$ cat src/rtl/rx_pkt_pkg.sv
// rx_pkt_pkg -- shared definitions for the radio-packet line writer.
//   state_t         : packet FSM states (also exported on the debug port)
//   PIX_W           : pixel width (12)
//   ADDR_W          : line address width (16)
//   DEF_PIX_PER_PKT : default pixels per radio packet
//   PIX_IDX_W       : width of the in-packet pixel index (covers 0..254)
package rx_pkt_pkg;

  localparam int PIX_W           = 12;
  localparam int ADDR_W          = 16;
  localparam int DEF_PIX_PER_PKT = 16;
  localparam int PIX_IDX_W       = 8;

  typedef enum logic [2:0] {
    ST_IDLE  = 3'd0,
    ST_HDR   = 3'd1,
    ST_DATA  = 3'd2,
    ST_DONE  = 3'd3,
    ST_ABORT = 3'd4
  } state_t;

endpackage

$ cat src/rtl/rx_pkt_writer_if.sv
// rx_pkt_writer_if -- receive-side strobes and memory write port of the
// packet writer.
//   rx_data/rx_valid         : pixel and its strobe
//   rx_header                : header phase level (edges are meaningful)
//   rx_add/rx_add_valid      : line address and its strobe
//   frame_sync               : frame correlation level (rising edge used)
//   mem_we/mem_addr/mem_wdata: one-cycle write of a packed pixel pair
// Handshake: every *_valid / mem_we is a single-cycle qualifier sampled on
// the rising clk edge; there is no ready/backpressure in either direction,
// so a strobe is consumed (or dropped) in the cycle it is presented.
// modport master = packet source / memory sink, slave = the writer.
interface rx_pkt_writer_if #(
  parameter int WORD_IDX_W = 3
);
  logic [rx_pkt_pkg::PIX_W-1:0]             rx_data;
  logic                                     rx_valid;
  logic                                     rx_header;
  logic [rx_pkt_pkg::ADDR_W-1:0]            rx_add;
  logic                                     rx_add_valid;
  logic                                     frame_sync;
  logic                                     mem_we;
  logic [rx_pkt_pkg::ADDR_W+WORD_IDX_W-1:0] mem_addr;
  logic [2*rx_pkt_pkg::PIX_W-1:0]           mem_wdata;

  modport master (
    output rx_data, rx_valid, rx_header, rx_add, rx_add_valid, frame_sync,
    input  mem_we, mem_addr, mem_wdata
  );

  modport slave (
    input  rx_data, rx_valid, rx_header, rx_add, rx_add_valid, frame_sync,
    output mem_we, mem_addr, mem_wdata
  );
endinterface

$ cat src/rtl/rx_pix_pack.sv
// rx_pix_pack -- pairs consecutive pixels into 24-bit memory words.
//   pixValid/pixIdx/pixData : accepted pixel, its index within the packet
//   line                    : current line address (upper memory address)
//   flush                   : drop a held even pixel (packet aborted)
//   memWe/memAddr/memWdata  : registered write, one clk after the odd pixel
module rx_pix_pack
  import rx_pkt_pkg::*;
#(
  parameter int WORD_IDX_W = 3
) (
  input  logic                         clk,
  input  logic                         rstn,
  input  logic                         pixValid,
  input  logic [PIX_IDX_W-1:0]         pixIdx,
  input  logic [PIX_W-1:0]             pixData,
  input  logic [ADDR_W-1:0]            line,
  input  logic                         flush,
  output logic                         memWe,
  output logic [ADDR_W+WORD_IDX_W-1:0] memAddr,
  output logic [2*PIX_W-1:0]           memWdata
);

  logic [PIX_W-1:0] evenQ;

  always_ff @(posedge clk or negedge rstn) begin
    if (!rstn) begin
      evenQ    <= '0;
      memWe    <= 1'b0;
      memAddr  <= '0;
      memWdata <= '0;
    end else begin
      memWe <= 1'b0;
      if (flush) begin
        evenQ <= '0;
      end else if (pixValid) begin
        if (!pixIdx[0]) begin
          evenQ <= pixData;
        end else begin
          // Word index is the pair number; odd pixel goes in the upper half.
          memWe    <= 1'b1;
          memAddr  <= {line, WORD_IDX_W'(pixIdx >> 1)};
          memWdata <= {pixData, evenQ};
        end
      end
    end
  end

endmodule

$ cat src/rtl/rx_pkt_writer.sv
// rx_pkt_writer -- writes radio-packet pixels of one image line to memory.
//   clk, rstn   : clock, asynchronous active-low reset
//   bus         : rx_pkt_writer_if.slave (rx strobes in, memory write out)
//   line_done   : one-cycle pulse per complete packet
//   line_addr   : line address of the last completed packet
//   frame_start : one pulse per packet on a frame_sync rise seen in HDR
//   pkt_count   : completed packets (wraps), err_count: aborts (saturates)
//   dbgState    : current FSM state
// Build option: RX_PKT_WRITER_STATS_EN enables pkt_count/err_count; without
// it both ports read 0 and no counter logic exists.
module rx_pkt_writer
  import rx_pkt_pkg::*;
#(
  parameter int PIX_PER_PKT = DEF_PIX_PER_PKT,
  parameter int WORD_IDX_W  = 3,
  parameter int TIMEOUT     = 4096
) (
  input  logic                clk,
  input  logic                rstn,
  rx_pkt_writer_if.slave      bus,
  output logic                line_done,
  output logic [ADDR_W-1:0]   line_addr,
  output logic                frame_start,
  output logic [15:0]         pkt_count,
  output logic [15:0]         err_count,
  output state_t              dbgState
);

  localparam int IDLE_W = $clog2(TIMEOUT + 1);

  state_t               state, stateNxt;
  logic                 hdrQ, syncQ, hdrRise, hdrFall, syncRise;
  logic [ADDR_W-1:0]    line;
  logic [PIX_IDX_W-1:0] pixIdx;
  logic [IDLE_W-1:0]    idleCnt;
  logic                 reHdr, fsSeen;
  logic                 pixAccept, pixLast, idleExpired, flush;

  assign hdrRise  = bus.rx_header & ~hdrQ;
  assign hdrFall  = ~bus.rx_header & hdrQ;
  assign syncRise = bus.frame_sync & ~syncQ;
  assign dbgState = state;

  // State register
  always_ff @(posedge clk or negedge rstn) begin
    if (!rstn) state <= ST_IDLE;
    else       state <= stateNxt;
  end

  // Next-state logic
  always_comb begin
    stateNxt = state;
    unique case (state)
      ST_IDLE:  if (hdrRise) stateNxt = ST_HDR;
      ST_HDR: begin
        if (bus.rx_add_valid) stateNxt = ST_DATA;
        else if (hdrFall)     stateNxt = ST_ABORT;
      end
      ST_DATA: begin
        if (hdrRise)          stateNxt = ST_ABORT;
        else if (pixLast)     stateNxt = ST_DONE;
        else if (idleExpired) stateNxt = ST_ABORT;
      end
      // A header rising during the DONE/ABORT cycle must not be lost.
      ST_DONE:  stateNxt = hdrRise ? ST_HDR : ST_IDLE;
      ST_ABORT: stateNxt = (reHdr || hdrRise) ? ST_HDR : ST_IDLE;
      default:  stateNxt = ST_IDLE;
    endcase
  end

  // Output / qualifier logic
  always_comb begin
    pixAccept   = 1'b0;
    pixLast     = 1'b0;
    idleExpired = 1'b0;
    flush       = 1'b0;
    line_done   = 1'b0;
    unique case (state)
      ST_DATA: begin
        // A header rise pre-empts the pixel in the same cycle.
        pixAccept   = bus.rx_valid && !hdrRise;
        pixLast     = pixAccept && (pixIdx == PIX_IDX_W'(PIX_PER_PKT - 1));
        idleExpired = !bus.rx_valid && (idleCnt == IDLE_W'(TIMEOUT - 1));
      end
      ST_DONE:  line_done = 1'b1;
      ST_ABORT: flush     = 1'b1;
      default: ;
    endcase
  end

  // Datapath registers
  always_ff @(posedge clk or negedge rstn) begin
    if (!rstn) begin
      hdrQ        <= 1'b0;
      syncQ       <= 1'b0;
      line        <= '0;
      pixIdx      <= '0;
      idleCnt     <= '0;
      reHdr       <= 1'b0;
      fsSeen      <= 1'b0;
      frame_start <= 1'b0;
      line_addr   <= '0;
    end else begin
      hdrQ        <= bus.rx_header;
      syncQ       <= bus.frame_sync;
      reHdr       <= (state == ST_DATA) && hdrRise;
      frame_start <= 1'b0;

      if (state == ST_HDR) begin
        pixIdx <= '0;
        if (bus.rx_add_valid) line <= bus.rx_add;
        if (syncRise && !fsSeen) begin
          frame_start <= 1'b1;
          fsSeen      <= 1'b1;
        end
      end else begin
        fsSeen <= 1'b0;
        if (pixAccept) pixIdx <= pixIdx + 1'b1;
      end

      if (state != ST_DATA || bus.rx_valid) idleCnt <= '0;
      else                                  idleCnt <= idleCnt + 1'b1;

      // line_addr changes on the edge that raises line_done.
      if (pixLast) line_addr <= line;
    end
  end

`ifdef RX_PKT_WRITER_STATS_EN
  logic [15:0] pktCnt, errCnt;

  always_ff @(posedge clk or negedge rstn) begin
    if (!rstn) begin
      pktCnt <= '0;
      errCnt <= '0;
    end else begin
      if (pixLast) pktCnt <= pktCnt + 1'b1;
      if (state == ST_ABORT && errCnt != 16'hFFFF) errCnt <= errCnt + 1'b1;
    end
  end

  assign pkt_count = pktCnt;
  assign err_count = errCnt;
`else
  assign pkt_count = '0;
  assign err_count = '0;
`endif

  rx_pix_pack #(
    .WORD_IDX_W (WORD_IDX_W)
  ) u_pack (
    .clk      (clk),
    .rstn     (rstn),
    .pixValid (pixAccept),
    .pixIdx   (pixIdx),
    .pixData  (bus.rx_data),
    .line     (line),
    .flush    (flush),
    .memWe    (bus.mem_we),
    .memAddr  (bus.mem_addr),
    .memWdata (bus.mem_wdata)
  );

endmodule

$ cat src/flat_wrapper.sv
// flat-port wrapper written by rule: the top's interface ports become plain ports
module rx_pkt_writer_flat import rx_pkt_pkg::*;
#(
  parameter int PIX_PER_PKT = DEF_PIX_PER_PKT,
  parameter int WORD_IDX_W  = 3,
  parameter int TIMEOUT     = 4096
)
  (clk, rstn, line_done, line_addr, frame_start, pkt_count, err_count, dbgState, bus_rx_data, bus_rx_valid, bus_rx_header, bus_rx_add, bus_rx_add_valid, bus_frame_sync, bus_mem_we, bus_mem_addr, bus_mem_wdata);
  rx_pkt_writer_if #(.WORD_IDX_W(WORD_IDX_W)) bus_i ();
  input  logic clk;
  input  logic rstn;
  output logic line_done;
  output logic [ADDR_W-1:0] line_addr;
  output logic frame_start;
  output logic [15:0] pkt_count;
  output logic [15:0] err_count;
  output state_t dbgState;
  input wire logic [$bits(bus_i.rx_data)-1:0] bus_rx_data;
  input wire logic [$bits(bus_i.rx_valid)-1:0] bus_rx_valid;
  input wire logic [$bits(bus_i.rx_header)-1:0] bus_rx_header;
  input wire logic [$bits(bus_i.rx_add)-1:0] bus_rx_add;
  input wire logic [$bits(bus_i.rx_add_valid)-1:0] bus_rx_add_valid;
  input wire logic [$bits(bus_i.frame_sync)-1:0] bus_frame_sync;
  output wire logic [$bits(bus_i.mem_we)-1:0] bus_mem_we;
  output wire logic [$bits(bus_i.mem_addr)-1:0] bus_mem_addr;
  output wire logic [$bits(bus_i.mem_wdata)-1:0] bus_mem_wdata;
  assign bus_i.rx_data = bus_rx_data;
  assign bus_i.rx_valid = bus_rx_valid;
  assign bus_i.rx_header = bus_rx_header;
  assign bus_i.rx_add = bus_rx_add;
  assign bus_i.rx_add_valid = bus_rx_add_valid;
  assign bus_i.frame_sync = bus_frame_sync;
  assign bus_mem_we = bus_i.mem_we;
  assign bus_mem_addr = bus_i.mem_addr;
  assign bus_mem_wdata = bus_i.mem_wdata;
  rx_pkt_writer #(.PIX_PER_PKT(PIX_PER_PKT), .WORD_IDX_W(WORD_IDX_W), .TIMEOUT(TIMEOUT)) u_core (.clk(clk), .rstn(rstn), .bus(bus_i), .line_done(line_done), .line_addr(line_addr), .frame_start(frame_start), .pkt_count(pkt_count), .err_count(err_count), .dbgState(dbgState));
endmodule
$ cat config.mk
export PLATFORM = sky130hd
export DESIGN_NAME = rx_pkt_writer_flat
export DESIGN_NICKNAME = d
export VERILOG_FILES = /design/src/rtl/rx_pkt_pkg.sv /design/src/rtl/rx_pkt_writer_if.sv /design/src/rtl/rx_pix_pack.sv /design/src/rtl/rx_pkt_writer.sv /design/src/flat_wrapper.sv
export SDC_FILE = /design/constraint.sdc
export NUM_CORES = 1
export LEC_CHECK = 0
export BUFFER_PORTS_ARGS = -buffer_cell sky130_fd_sc_hd__buf_2
export CAP_MARGIN = 40
export CORE_UTILIZATION = 57
export DETAILED_ROUTE_END_ITERATION = 6
export PLACE_DENSITY = 0.83
export SYNTH_ARGS = -nofsm -noshare
export SYNTH_HDL_FRONTEND = slang
export SYNTH_SLANG_ARGS = --single-unit
$ cat constraint.sdc
create_clock -name clk -period 3.3 [get_ports clk]
set_input_delay 0.66 -clock clk [delete_from_list [all_inputs] [get_ports clk]]
set_output_delay 0.66 -clock clk [all_outputs]
set_load 0.01 [all_outputs]
==> results.md <==
- Status: finished clean
- Crit path launch type: register
- Post-route ant nets: 0
- Slew @ Worst Pin: 0.814 ns
- Pint: 3.44 mW
- Fin area: 0.00607 sq mm
- Synthesized area: 0.00499 sq mm
- Ant diodes: 0
- Maximum fanout along the worst path: 14
- Ys flop type: dfrtp_1
- Row count: 33
- Grt ovf: 0
- Area after DPL: 0.00544 sq mm
- Starting DRT DRC Count: 183
- Number of antenna violations at the first check in global routing: 0
- Hold crit path type: in2async
- Sequential power share: 41.3%
- Hold Slack: 0.218 ns
- CTS Hold Bufs: 0
- Number of synthesized register bits: 117
- Placed Cells: 566
- Worst path cell trace: nor3b_1 > buf_2
- Chip width: 95.5 um
- Pwr dens: 762 mW/mm^2
- Routability Congestion: 0.807
- Final Hold Viols: 0
- Number of max-cap violations: 0
- Switching pwr: 1.19 mW
- Worst vdd ir: 0.391 mV
- Max-slew violations: 0
- Post-route insts no fill: 597
- Vias in the first global route: 3307
- Final WL: 9790 um
- Starting Density: 59.8%
- Critical path's top delay family: flip-flops
- CP endpoint kind: output pin
- Final core occ: 72.8%
- Final setup margin: 0.974 ns
- IO Count: 131
- Area grow syn2layout: 21.8%
- # Post-CTS Setup Buffers: 0
- F_max: 430 MHz
- Sequential share of the synthesized area: 58.7%
- Final nets: 516
- CP max stage delay: 0.63 ns
- Combinational group share of total power: 16.2%
- Post-synth EDFFs: 0
- DR WL/cell: 16.4 um
- Mapped Cells: 376
- DRT Pass-1 Iters: 4
- Clock sink total: 117
- Register-to-register setup slack: 1.12 ns
- Vias: 3263
- Global-route wire length before repair: 16000 um
- DRC Markers: 0
- Worst-path clk slew: 0.06 ns
- # fillers: 589
- Mean Syn Cell Area: 13.3 sq um
- Clock power frac: 42.5%
- Synth cell types: 46
- Die Span Y: 95.5 um
- Total GRT Usage: 23.5%
- Slowest cell on crit path: dfrtp_1
- FF-to-FF End: u_core.pixIdx[7]
- DR vias/cell: 5.47
- FF-to-FF path depth: 5
- Clk Tree Root Cell: clkbuf_8
- Static Leak: 3.15 nW
- Count of buffer and inverter cells on the critical path: 1
- Setup WS pre-CTS: 0.969 ns
- Setup violators final: 0
- H-tree depth: 4
- Clk_lat worst skew: 0.50 ns
- Switching Share: 25.6%
- Final period util: 70.5%
- Min cycle time layout: 2.33 ns
- Unrepaired setup endpoints after global routing: no
- Total power: 4.63 mW
- Critical Path RT: 2.64 ns
- Largest net degree at the start of global routing: 62
- Post-CTS resize count: 0
- Crit path kind: reg2out
- CTS Buffer Depth: 2
- Core ar.: 0.00834 sq mm
- Reg2reg start: u_core.dbgState[0]
- TNS Setup: 0 ns
- WP data arrival: 1.67 ns
- Die area: 0.00913 sq mm
- Number of buffers added on ports: 98
- Layout Skew: 0.00807 ns
- DP HPWL: 6440 um
- Post-synth ARST share: 100%
- Share of layout cells above drive strength 1: 43.1%
- YS warnings: 0
- CTS Buf Count: 17
- Max-Slew Margin vs Limit: 45.7%
- CTS tree: yes
metal layers:
metal  GRT usage, %  share of wire [%]  vias to the layer above
met5              0                  0                        -
met4           10.7                1.5                        0
met3           6.70                6.2                       14
met2           37.9                 50                      120
met1           29.4                 42                     1652
li1               -                  -                     1477
cell usage after synthesis (2+ instances only):
| master | instances | area share [%] |
|---|---|---|
| mux2i_1 | 2 | 0.40 |
| buf_4 | 33 | 5.0 |
| o21ai_0 | 5 | 0.50 |
| buf_2 | 7 | 0.70 |
| and2_1 | 2 | 0.25 |
| mux2_2 | 75 | 17 |
| nor4b_1 | 2 | 0.35 |
| nor2_1 | 20 | 1.5 |
| xor2_1 | 8 | 1.4 |
| dfrtp_1 | 117 | 59 |
| clkbuf_1 | 5 | 0.38 |
| nor4_1 | 4 | 0.50 |
| nand3_1 | 6 | 0.60 |
| nand4_1 | 9 | 1.1 |
| xnor2_1 | 4 | 0.70 |
| o311ai_0 | 2 | 0.35 |
| buf_6 | 3 | 0.68 |
| or3_1 | 4 | 0.50 |
| nand2_1 | 11 | 0.83 |
| a22o_1 | 12 | 2.1 |
| and4_1 | 2 | 0.35 |
| a21oi_1 | 7 | 0.70 |
| and3_1 | 2 | 0.25 |
| nor3b_1 | 2 | 0.30 |
| nand2b_1 | 2 | 0.25 |
| ha_1 | 2 | 0.50 |
| or2_2 | 2 | 0.25 |
| nor3_1 | 3 | 0.30 |
| inv_1 | 6 | 0.45 |
power groups by stage:
| stage | Sequential [mW] | Combinational (mW) | Clock, mW |
|---|---|---|---|
| detailed placement | 1.93 | 0.752 | 0 |
| CTS | 1.91 | 0.762 | 1.99 |
| global placement | 1.91 | 0.725 | 0 |
| floorplan | 1.92 | 0.495 | 0 |
| finish | 1.91 | 0.750 | 1.97 |
| global route | 1.95 | 0.825 | 2.05 |
worst reg2reg max path, stage by stage (launching register included):
cell     delay, ns
dfrtp_1       0.54
nor3b_4       0.45
nand4_2       0.29
buf_4         0.33
nor3_1        0.27
mux2i_1       0.21
registers in the layout, summed over array words and instances, names as in the netlist, 3 cells and up:
| signal | cells |
|---|---|
| u_core.dbgState | 3 |
| u_core.idleCnt | 13 |
| u_core.line | 16 |
| u_core.line_addr | 16 |
| u_core.pixIdx | 8 |
| u_core.u_pack.evenQ | 12 |
| u_core.u_pack.memAddr | 19 |
| u_core.u_pack.memWdata | 24 |
final cells by class:
cell class	count	area, sq um	area share, %
well taps	105	131	2.16
inverters	6	22.5	0.371
clock buffers	23	467	7.68
repair buffers	102	536	8.82
flip-flops and latches	117	2930	48.2
clock inverters	8	171	2.82
multi-input cells	236	1820	29.9
worst max path at each step:
stage,start,endpoint,depth (start not counted)
after CTS,u_core.dbgState[0],line_done,2
final,u_core.dbgState[0],line_done,2
after global routing,u_core.dbgState[0],line_done,2
after global placement,bus_rx_header,u_core.pixIdx[7],6
after detailed placement,bus_rx_header,u_core.pixIdx[7],6
after floorplan,bus_rx_valid,u_core.line_addr[10],5
cells in the final DEF, fill, tap and decap left out, types with 2 or more instances in the layout:
| cell | count |
|---|---|
| or3_1 | 4 |
| ha_1 | 2 |
| nand3_1 | 6 |
| and2_1 | 2 |
| nand2_1 | 11 |
| and3_1 | 2 |
| inv_1 | 6 |
| mux2i_1 | 2 |
| nor3b_1 | 2 |
| dfrtp_1 | 117 |
| o21ai_0 | 5 |
| xor2_1 | 8 |
| bufinv_16 | 5 |
| nand2b_1 | 2 |
| nor4b_1 | 2 |
| a21oi_1 | 7 |
| nor3_1 | 3 |
| xnor2_1 | 4 |
| buf_4 | 4 |
| nor4_1 | 4 |
| mux2_2 | 75 |
| clkbuf_8 | 4 |
| buf_2 | 97 |
| nor2_1 | 20 |
| clkbuf_1 | 3 |
| o311ai_0 | 2 |
| clkbuf_16 | 16 |
| and4_1 | 2 |
| nand4_1 | 9 |
| conb_1 | 32 |
| a22o_1 | 12 |
| or2_2 | 2 |
cells by family (layout without fill, tap and decap cells):
group / Yosys count / after routing / synth area share [%]
DFF: 117 / 117 / 58.7
and+or+nand+nor: 79 / 79 / 9.21
muxes: 77 / 77 / 17.3
buffers and inverters: 54 / 139 / 7.18
AOI/OAI and AO/OA: 34 / 34 / 4.89
xor gates and xnor gates: 12 / 12 / 2.11
adders and majority gates: 2 / 2 / 0.502
other: 1 / 32 / 0.0752
(Power assumes the default switching activity.)
